===== config.mk =====
export PLATFORM = sky130hd
export DESIGN_NAME = reg_select_sequencer
export DESIGN_NICKNAME = d
export VERILOG_FILES = /design/src/rtl/reg_sel_pkg.sv /design/src/rtl/reg_decoder.sv /design/src/rtl/reg_select_sequencer.sv
export SDC_FILE = /design/constraint.sdc
export NUM_CORES = 1
export LEC_CHECK = 0
export ABC_AREA = 1
export CAP_MARGIN = 20
export CORE_ASPECT_RATIO = 1.1
export CORE_UTILIZATION = 35
export CTS_BUF_LIST = sky130_fd_sc_hd__clkbuf_8 sky130_fd_sc_hd__clkbuf_16
export DETAILED_ROUTE_END_ITERATION = 8
export HOLD_SLACK_MARGIN = 0.02
export PLACE_DENSITY = 0.77
export SLEW_MARGIN = 25
export SYNTH_ARGS = -nofsm -noshare
export SYNTH_HDL_FRONTEND = slang
export SYNTH_SLANG_ARGS = --single-unit

===== constraint.sdc =====
create_clock -name clk -period 1.7 [get_ports clk]
set_clock_uncertainty 0.15 [all_clocks]
set_input_delay 0.34 -clock clk [delete_from_list [all_inputs] [get_ports clk]]
set_output_delay 0.34 -clock clk [all_outputs]
set_load 0.1 [all_outputs]

===== src/rtl/reg_sel_pkg.sv =====
// Shared types, default field layout and helpers for the register select sequencer.
package reg_sel_pkg;

  localparam int unsigned DEF_DATA_W = 32;
  localparam int unsigned DEF_REG_AW = 4;
  localparam int unsigned DEF_RA_LSB = 23;
  localparam int unsigned DEF_RB_LSB = 19;
  localparam int unsigned DEF_RC_LSB = 15;
  localparam int unsigned DEF_C_W    = 19;

  // Widest datapath the sign-extend helper supports.
  localparam int unsigned SEXT_MAX_W = 64;

  typedef enum logic [2:0] {
    IDLE    = 3'd0,
    READ_B  = 3'd1,
    READ_C  = 3'd2,
    WRITE_A = 3'd3,
    DONE    = 3'd4
  } seq_state_e;

  // Sign-extend the low src_w bits of val to the full helper width.
  function automatic logic [SEXT_MAX_W-1:0] sign_extend(
    input logic [SEXT_MAX_W-1:0] val,
    input int unsigned           src_w
  );
    logic [SEXT_MAX_W-1:0] hi_mask;
    logic                  sgn;
    hi_mask = {SEXT_MAX_W{1'b1}} << src_w;
    sgn     = |(val & (SEXT_MAX_W'(1) << (src_w - 1)));
    return sgn ? (val | hi_mask) : (val & ~hi_mask);
  endfunction

endpackage


===== src/rtl/reg_decoder.sv =====
// Index to one-hot decoder with an enable; all-zero output when disabled.
module reg_decoder #(
  parameter int unsigned AW = 4
) (
  input  logic [AW-1:0]        idx,
  input  logic                 en,
  output logic [(1<<AW)-1:0]   onehot
);

  // Single hot bit at the selected index.
  always_comb begin
    onehot = '0;
    if (en) onehot[idx] = 1'b1;
  end

endmodule


===== src/rtl/reg_select_sequencer.sv =====
// Register select/encode with a private IR copy and a three-operand sequencer.
module reg_select_sequencer
  import reg_sel_pkg::*;
#(
  parameter int unsigned DATA_W = DEF_DATA_W,
  parameter int unsigned REG_AW = DEF_REG_AW,
  parameter int unsigned RA_LSB = DEF_RA_LSB,
  parameter int unsigned RB_LSB = DEF_RB_LSB,
  parameter int unsigned RC_LSB = DEF_RC_LSB,
  parameter int unsigned C_W    = DEF_C_W
) (
  input  logic                    clk,
  input  logic                    reset,
  input  logic [DATA_W-1:0]       ir_in,
  input  logic                    ir_load,
  input  logic                    gra,
  input  logic                    grb,
  input  logic                    grc,
  input  logic                    rin,
  input  logic                    rout,
  input  logic                    baout,
  input  logic                    seq_start,
  input  logic                    seq_imm,
  input  logic                    res_valid,
  output logic [(1<<REG_AW)-1:0]  reg_in,
  output logic [(1<<REG_AW)-1:0]  reg_out,
  output logic                    zero_out,
  output logic                    c_out,
  output logic [DATA_W-1:0]       c_sext,
  output logic                    opa_load,
  output logic                    opb_load,
  output logic                    seq_busy,
  output logic                    seq_done
);

  localparam int unsigned NUM_REGS = 1 << REG_AW;

  seq_state_e        state_q, state_d;
  logic [DATA_W-1:0] ir_q, ir_d;
  logic              imm_q, imm_d;

  logic [REG_AW-1:0] ra_idx, rb_idx, rc_idx;
  logic [REG_AW-1:0] sel_idx;
  logic              sel_vld;
  logic              in_stb;
  logic              out_stb;
  logic              ba_stb;
  logic              c_drv;
  logic              opa_drv;
  logic              opb_drv;
  logic              done_drv;
  logic              idx_zero;
  logic [NUM_REGS-1:0] dec_oh;

  assign ra_idx = ir_q[RA_LSB +: REG_AW];
  assign rb_idx = ir_q[RB_LSB +: REG_AW];
  assign rc_idx = ir_q[RC_LSB +: REG_AW];

  // State, IR and latched immediate-select registers.
  always_ff @(posedge clk) begin
    if (reset) begin
      state_q <= IDLE;
      ir_q    <= '0;
      imm_q   <= 1'b0;
    end else begin
      state_q <= state_d;
      ir_q    <= ir_d;
      imm_q   <= imm_d;
    end
  end

  // Next state; IR and seq_imm only update while idle.
  always_comb begin
    state_d = state_q;
    ir_d    = ir_q;
    imm_d   = imm_q;
    unique case (state_q)
      IDLE: begin
        if (ir_load) ir_d = ir_in;
        if (seq_start) begin
          state_d = READ_B;
          imm_d   = seq_imm;
        end
      end
      READ_B:  state_d = READ_C;
      READ_C:  state_d = WRITE_A;
      WRITE_A: if (res_valid) state_d = DONE;
      DONE:    state_d = IDLE;
      default: state_d = IDLE;
    endcase
  end

  // Per-state index selection and strobes; manual inputs only matter when idle.
  always_comb begin
    sel_vld  = 1'b0;
    sel_idx  = '0;
    in_stb   = 1'b0;
    out_stb  = 1'b0;
    ba_stb   = 1'b0;
    c_drv    = 1'b0;
    opa_drv  = 1'b0;
    opb_drv  = 1'b0;
    done_drv = 1'b0;
    unique case (state_q)
      IDLE: begin
        if (gra) begin
          sel_vld = 1'b1;
          sel_idx = ra_idx;
        end else if (grb) begin
          sel_vld = 1'b1;
          sel_idx = rb_idx;
        end else if (grc) begin
          sel_vld = 1'b1;
          sel_idx = rc_idx;
        end
        in_stb  = rin;
        out_stb = rout | baout;
        ba_stb  = baout;
      end
      READ_B: begin
        sel_vld = 1'b1;
        sel_idx = rb_idx;
        out_stb = 1'b1;
        opa_drv = 1'b1;
      end
      READ_C: begin
        sel_vld = 1'b1;
        sel_idx = rc_idx;
        out_stb = ~imm_q;
        c_drv   = imm_q;
        opb_drv = 1'b1;
      end
      WRITE_A: begin
        sel_vld = 1'b1;
        sel_idx = ra_idx;
        in_stb  = res_valid;
      end
      DONE:    done_drv = 1'b1;
      default: ;
    endcase
  end

  reg_decoder #(
    .AW (REG_AW)
  ) u_reg_decoder (
    .idx    (sel_idx),
    .en     (sel_vld & ~reset),
    .onehot (dec_oh)
  );

  assign idx_zero = (sel_idx == '0);

  // Outputs are held low while reset is asserted.
  assign reg_in   = in_stb ? dec_oh : '0;
  assign reg_out  = (out_stb & ~(ba_stb & idx_zero)) ? dec_oh : '0;
  assign zero_out = sel_vld & ba_stb & idx_zero & ~reset;
  assign c_out    = c_drv & ~reset;
  assign opa_load = opa_drv & ~reset;
  assign opb_load = opb_drv & ~reset;
  assign seq_done = done_drv & ~reset;
  assign seq_busy = (state_q != IDLE) & ~reset;
  assign c_sext   = reset ? '0 : DATA_W'(sign_extend(SEXT_MAX_W'(ir_q), C_W));

endmodule


==> flow_summary.toml, run 1 <==
[outcome]
status = "aborted with a tool error"
stop_stage = "4_1_cts"
firstError = "[ERROR DPL-0033] detailed placement checks failed during check placement."

[logic_synthesis]
synth_xor_area_frac = 0
synthAdderAreaFrac = 0
yosys-top-cells-area = "dfxtp_1 31%, nor2_1 11%, nand2_1 7.2%"
synth_common_cells = "57 x nor2_1, 39 x nand2_1, 32 x inv_1, 31 x dfxtp_1, 29 x a21oi_1"
synth_edf_count = 0
synth_nets = 359
synth.distinct_cells = 29
ys_seq_area_frac = 0.306
syn_inst = 315
synth_top_family_by_area = "simple AND/OR/NAND/NOR gates"
yosys_most_used_dff = "dfxtp_1"
syn_area_sq_um = 2030
yosysWarnings = 0
synth_most_common_cell = "nor2_1"
muxShareOfSynthArea = 0
synth_top_area_cell = "dfxtp_1"
ys_ff_latch = 31
syn_area_per_cell_sq_um = 6.43
yosys.area_share.simple = 0.376
yosysTopAreaCellShare = 0.306
async_flop_share = 0
synth_compound_area_frac = 0.141

[placed_design]
dp_hpwl_microns = 6060
portBuffers = 108
place_congestion = 0.919

[floorplan]
die_w_microns = 74.6
rows = 28
initial_core_util = 0.371
ios = 114
die_y_microns = 81.8

[clocking]
htree_levels = 2
cts_hold_buf = 0
numClockSinks = 31
cts_buffers = 5
clk_path_buf_depth = 2
cts_root_buffer = "clkbuf_8"
cts_resized = 124
cts_setup_buffers = 20
==> logic make-up after synthesis <==
kind of cell / count (synthesis)
buf+inv: 71
compound gates: 56
flops: 31
simple gates: 157
==> metrics by stage <==
stage	instances	worst slack (ps)	TNS [ps]	area (sq um)	hold slack, ps
3_3_place_gp	510	-886	-34290	4620	335
3_5_place_dp	510	-973	-38220	4620	338
2_1_floorplan	315	-692	-30660	2740	295
==> inputs of run 2 (changes only) <==
--- a/config.mk
+++ b/config.mk
@@ -7,12 +7,9 @@
 export LEC_CHECK = 0
 export ABC_AREA = 1
 export CAP_MARGIN = 20
-export CORE_ASPECT_RATIO = 1.1
-export CORE_UTILIZATION = 35
-export CTS_BUF_LIST = sky130_fd_sc_hd__clkbuf_8 sky130_fd_sc_hd__clkbuf_16
+export CORE_UTILIZATION = 25
 export DETAILED_ROUTE_END_ITERATION = 8
-export HOLD_SLACK_MARGIN = 0.02
-export PLACE_DENSITY = 0.77
+export PLACE_DENSITY_LB_ADDON = 0.15
 export SLEW_MARGIN = 25
 export SYNTH_ARGS = -nofsm -noshare
 export SYNTH_HDL_FRONTEND = slang
==> constraint.sdc (replaced) <==
create_clock -name clk -period 2.2 [get_ports clk]
set_clock_uncertainty 0.15 [all_clocks]
set_input_delay 0.44 -clock clk [delete_from_list [all_inputs] [get_ports clk]]
set_output_delay 0.44 -clock clk [all_outputs]
set_load 0.1 [all_outputs]
==> flow_summary.toml, run 2 <==
[setup_path]
rr_startpoint = "state_q[2]"
rr_endpoint = "ir_q[12]"
rrSetupSlack_ps = 480
worstSetupStartpointType = "input port"
arrival_ps = 2010
ff2ff_path_depth = 9
crit_type = "input port to primary output"
crit_path_end_kind = "primary output"
cp.required_ps = 1610
crit_path_max_fanout = 5

[outcome]
violations = "negative setup slack"
status = "complete, but fails checks"

[route]
ant_nets = 0
drt_pass1_iterations = 4
dr_total_vias = 2406
wl_per_cell_microns = 12.8
drt_first_iter_violations = 102
drc_errors = 0
viasPerCell = 4.46
drt-total-wl_microns = 6900

[clocking]
clk_path_buf_depth = 2
cts_hold_buf = 0
clkLatencyLatePin_ps = 280
cts_root_buffer = "clkbuf_8"
cts_tree = "done"
cts_buffers = 5
numClockSinks = 31
htree_levels = 2
clkTransAtPathRegs_ps = 70

[timing]
drv_slew = 0
slew_headroom = 0.681
setup_viol = 33
finalHoldWorstSlack_ps = 302
finalHoldViolCount = 0
max_freq_mhz = 385
fin_ws_ps = -397
fin_crit_sh = 1.18
fin_setup_tns_ps = -11910
tightest_slew_ps = 478
rsz0062_at_grt = "yes"
fin_crit_ps = 2600

[floorplan]
rows = 32
die_y_microns = 92.0
initial_core_util = 0.261
die_w_microns = 92.0
coreArea_sq_um = 7770
ios = 114
dieArea_sq_um = 8470

[cells_and_area]
drive_above_1_share = 0.523
area_growth_pct = 134
largest_reg_flops = 27
final_common_cell = "buf_12"
largestRegisters = "ir_q (27), state_q (3), imm_q (1)"
diodes = 0
nets = 481
largest_register = "ir_q"
final_cell_mix = "74 x buf_12, 43 x nor2_4, 34 x clkdlybuf4s50_1"

[logic_synthesis]
synth_most_common_cell = "nor2_1"
synth_nets = 359
async_flop_share = 0
syn_inst = 315
syn_area_sq_um = 2030
syn_area_per_cell_sq_um = 6.43
yosys-top-cells-area = "dfxtp_1 31%, nor2_1 11%, nand2_1 7.2%"
synth.distinct_cells = 29
synth_common_cells = "57 x nor2_1, 39 x nand2_1, 32 x inv_1, 31 x dfxtp_1, 29 x a21oi_1"
synth_top_area_cell = "dfxtp_1"
yosysWarnings = 0
yosys_most_used_dff = "dfxtp_1"
ys_seq_area_frac = 0.306
synth_edf_count = 0
yosysTopAreaCellShare = 0.306
ys_ff_latch = 31

[flow_run]
cap_violations = 0

[worst_hold_path]
min_to = "ir_q[13]"
min_path_cells = 2
min_from = "ir_q[13]"
worstHoldPathType = "register to register"

[power]
powerDensity_nw_per_um2 = 610
p_leak_nw = 1.89
irDropWorstVdd_v = 0.000327
totalPowerFinal_w = 0.00289

[grt]
grt-ovfl-total = 0
grt_pass1_wl_microns = 11800
groute.usage.overall = 0.173
first_global_vias = 2423
antenna_found_initial = 0
grt_max_degree = 50

[placed_design]
portBuffers = 108
place_congestion = 0.854
dp_hpwl_microns = 5120
-- run 2: cell counts after synthesis --
No cell type changed its count.
-- run 2: timing repair --
action | in CTS | in global routing
resized for setup | 57 | 28
pin swaps | 31 | 32
buffers inserted | 6 | 5
gates cloned | 1 | 0
setup endpoints to repair | 36 | 37
-- run 2: worst max-delay path by stage --
stage                from     endpoint  slack (ps)  cells after the start
2_1_floorplan  state_q[0]  reg_out[10]        -500                      9
5_1_grt        state_q[2]   reg_out[8]        -530                     10
4_1_cts        state_q[0]   reg_out[4]        -410                     10
3_5_place_dp          grb   reg_out[0]        -680                     10
3_3_place_gp          gra   reg_out[2]        -610                     10
6_report              grc  reg_out[13]        -400                     10
-- run 2: per-stage QoR --
stage,instance area (sq um),instances,util,setup slack (ps)
2_1_floorplan,2460,315,-,-496
3_3_place_gp,4200,520,0.541,-609
3_5_place_dp,4200,520,0.541,-680
4_1_cts,4610,535,0.594,-407
5_1_grt,4740,540,0.611,-529
6_report,4740,540,0.611,-397
-- run 2: logic make-up (layout without fill, tap and decap cells) --
group           after synthesis  in the layout  synth area share
simple gates                157            158             0.376
flops                        31             31             0.306
compound gates               56             56             0.141
buf+inv                      71            193             0.177
-- run 2: layer usage --
metal,vias up,routed length [microns],GRT usage
li1,1234,-,-
met1,1091,2890,0.208
met2,74,3490,0.301
met3,7,462,0.0531
met4,0,59,0.0378
met5,-,0,0
-- run 2: area by class of cell --
| type | count | area, sq um |
|---|---|---|
| multi-input cells | 214 | 1600 |
| repair buffers | 143 | 2110 |
| fillers | 671 | 3030 |
| flip-flops and latches | 31 | 632 |
| inverters | 42 | 168 |
| well taps | 102 | 128 |
| clock buffers | 7 | 96.3 |
| clock inverters | 1 | 7.51 |
-- run 2: worst max-delay path: stages --
cell and delay (ps):
dlygate4sd2_1 320, nor3_1 110, nand3_1 90, nand3_2 130
inv_2 150, nand2_4 80, nor2_4 210, nand2_2 140
nor2_4 150, buf_12 180
-- run 2: where the power goes --
group | internal [W] | switching, W | leakage [nW]
sequential | 0.000625 | 0.0000375 | 0.258
clock | 0.000285 | 0.000233 | 0.0505
combinational | 0.000617 | 0.00110 | 1.58
total | 0.00153 | 0.00137 | 1.89
Note: power is estimated with default switching activity, not from simulation.
==> patch, RTL diff (flow settings as in run 2) <==
Register the input `ir_in` before use, with the module's reset. The logic sees it one clock later. The other inputs are not delayed to match.
--- a/src/rtl/reg_select_sequencer.sv
+++ b/src/rtl/reg_select_sequencer.sv
@@ -34,6 +34,16 @@
 );
 
   localparam int unsigned NUM_REGS = 1 << REG_AW;
+
+  logic [DATA_W-1:0] ir_r;
+
+  always_ff @(posedge clk) begin
+    if (reset) begin
+      ir_r <= '0;
+    end else begin
+      ir_r <= ir_in;
+    end
+  end
 
   seq_state_e        state_q, state_d;
   logic [DATA_W-1:0] ir_q, ir_d;
@@ -76,7 +86,7 @@
     imm_d   = imm_q;
     unique case (state_q)
       IDLE: begin
-        if (ir_load) ir_d = ir_in;
+        if (ir_load) ir_d = ir_r;
         if (seq_start) begin
           state_d = READ_B;
           imm_d   = seq_imm;
Formal check against the unedited RTL: not equivalent (Yosys sat finds a counterexample within 4 cycles, from zero or initial values and one cycle with reset high).
==> patch against run 2 <==
- the flow still finishes with violations (negative setup slack)
- highest routed layer unchanged
- routed wire length rose by 15%
- largest power group unchanged
- final area rose by 25%
- maximum frequency fell by 5.0%
- synthesized area rose by 32%
- sequential share of layout area rose by 6.4 points
- non-clock buffer count rose by 22
- power rose by 44%
- critical path type is now reg2out
- setup slack got worse by 0.14 ns
- worst hold slack improved by 0.0028 ns
- via count rose by 22%
- critical endpoint is now reg_out[4]
- sequential cell count rose by 27
==> patch: results <==
export IMPL_gr_usage_met3=0.0346
export IMPL_use_met1=0.174
export IMPL_drive_above_1_share=0.457
export IMPL_cts_inserted_buffers=9
export IMPL_setup_viol=34
export IMPL_drt_vias_per_instance=4.28
export IMPL_worstPathMaxFanout=9
export IMPL_fin_nets=588
export IMPL_wl_met3_um=477
export IMPL_synth_cells=400
export IMPL_p_switching_uw=1530
export IMPL_gp_congestion=0.816
export IMPL_grt_usage=0.147
export IMPL_placed_cells=650
export IMPL_postLayoutCoreUtil=0.573
export IMPL_dp_hpwl_um=5730
export IMPL_critPathMaxStageDelay_ns=0.35
export IMPL_r2r_cells=11
export IMPL_grt_pass1_wl_um=13100
export IMPL_ys_top_cells_by_area="dfxtp_1, nor2_1, inv_1"
export IMPL_power_leakage_uw=0.00250
export IMPL_reg_top3="ir_q: 27 flops, ir_r: 27 flops, state_q: 3 flops"
export IMPL_drt_initial_drc_count=71
export IMPL_n_fill_cell=895
export IMPL_h_tree_depth=3
export IMPL_ys_types=22
export IMPL_cts_resized_gates=43
export IMPL_failed_checks="negative setup slack"
export IMPL_cts_setup_buffers=9
export IMPL_ir_worst_vdd_mv=0.496
export IMPL_worstPathArrival_ns=2.14
export IMPL_grt_met2_usage=0.251
export IMPL_clk_latency_ns=0.32
export IMPL_drt_met1_wl_um=3300
export IMPL_synth_seq_area_share=0.435
export IMPL_dr_total_vias=2929
export IMPL_dpl_instance_area_um2=5270
export IMPL_status="finished, violations left"
export IMPL_ys_top_cells_by_count="nor2_1, inv_1, dfxtp_1"
export IMPL_power_per_cell_area_nw_per_um2=706
export IMPL_tightest_slew_ns=0.458
export IMPL_setup_slack_ns=-0.533
[patch: changes by cell type after synthesis, moves of 2 or more]
cell / before / now
clkbuf_1: 8 / 11
o21ai_0: 22 / 25
inv_1: 32 / 67
o21ai_1: 2 / 0
dfxtp_1: 31 / 58
nor2_4: 3 / 0
nand2_4: 2 / 0
inv_2: 9 / 3
nor2_2: 17 / 4
nor2_1: 57 / 101
[patch: final cells by class]
cell class | count | area share
inverters | 70 | 0.0455
clock buffers | 13 | 0.0303
flip-flops and latches | 58 | 0.197
repair buffers | 165 | 0.398
clock inverters | 3 | 0.0116
well taps | 136 | 0.0288
multi-input cells | 240 | 0.288
[patch: final timing paths]
check	start	endpoint	slack [ns]
worst max-delay path	state_q[1]	reg_out[4]	-0.53
worst min-delay path	ir_q[2]	ir_q[2]	0.31
worst max register to register	state_q[1]	ir_q[25]	0.30
worst min register to register	ir_q[2]	ir_q[2]	0.31
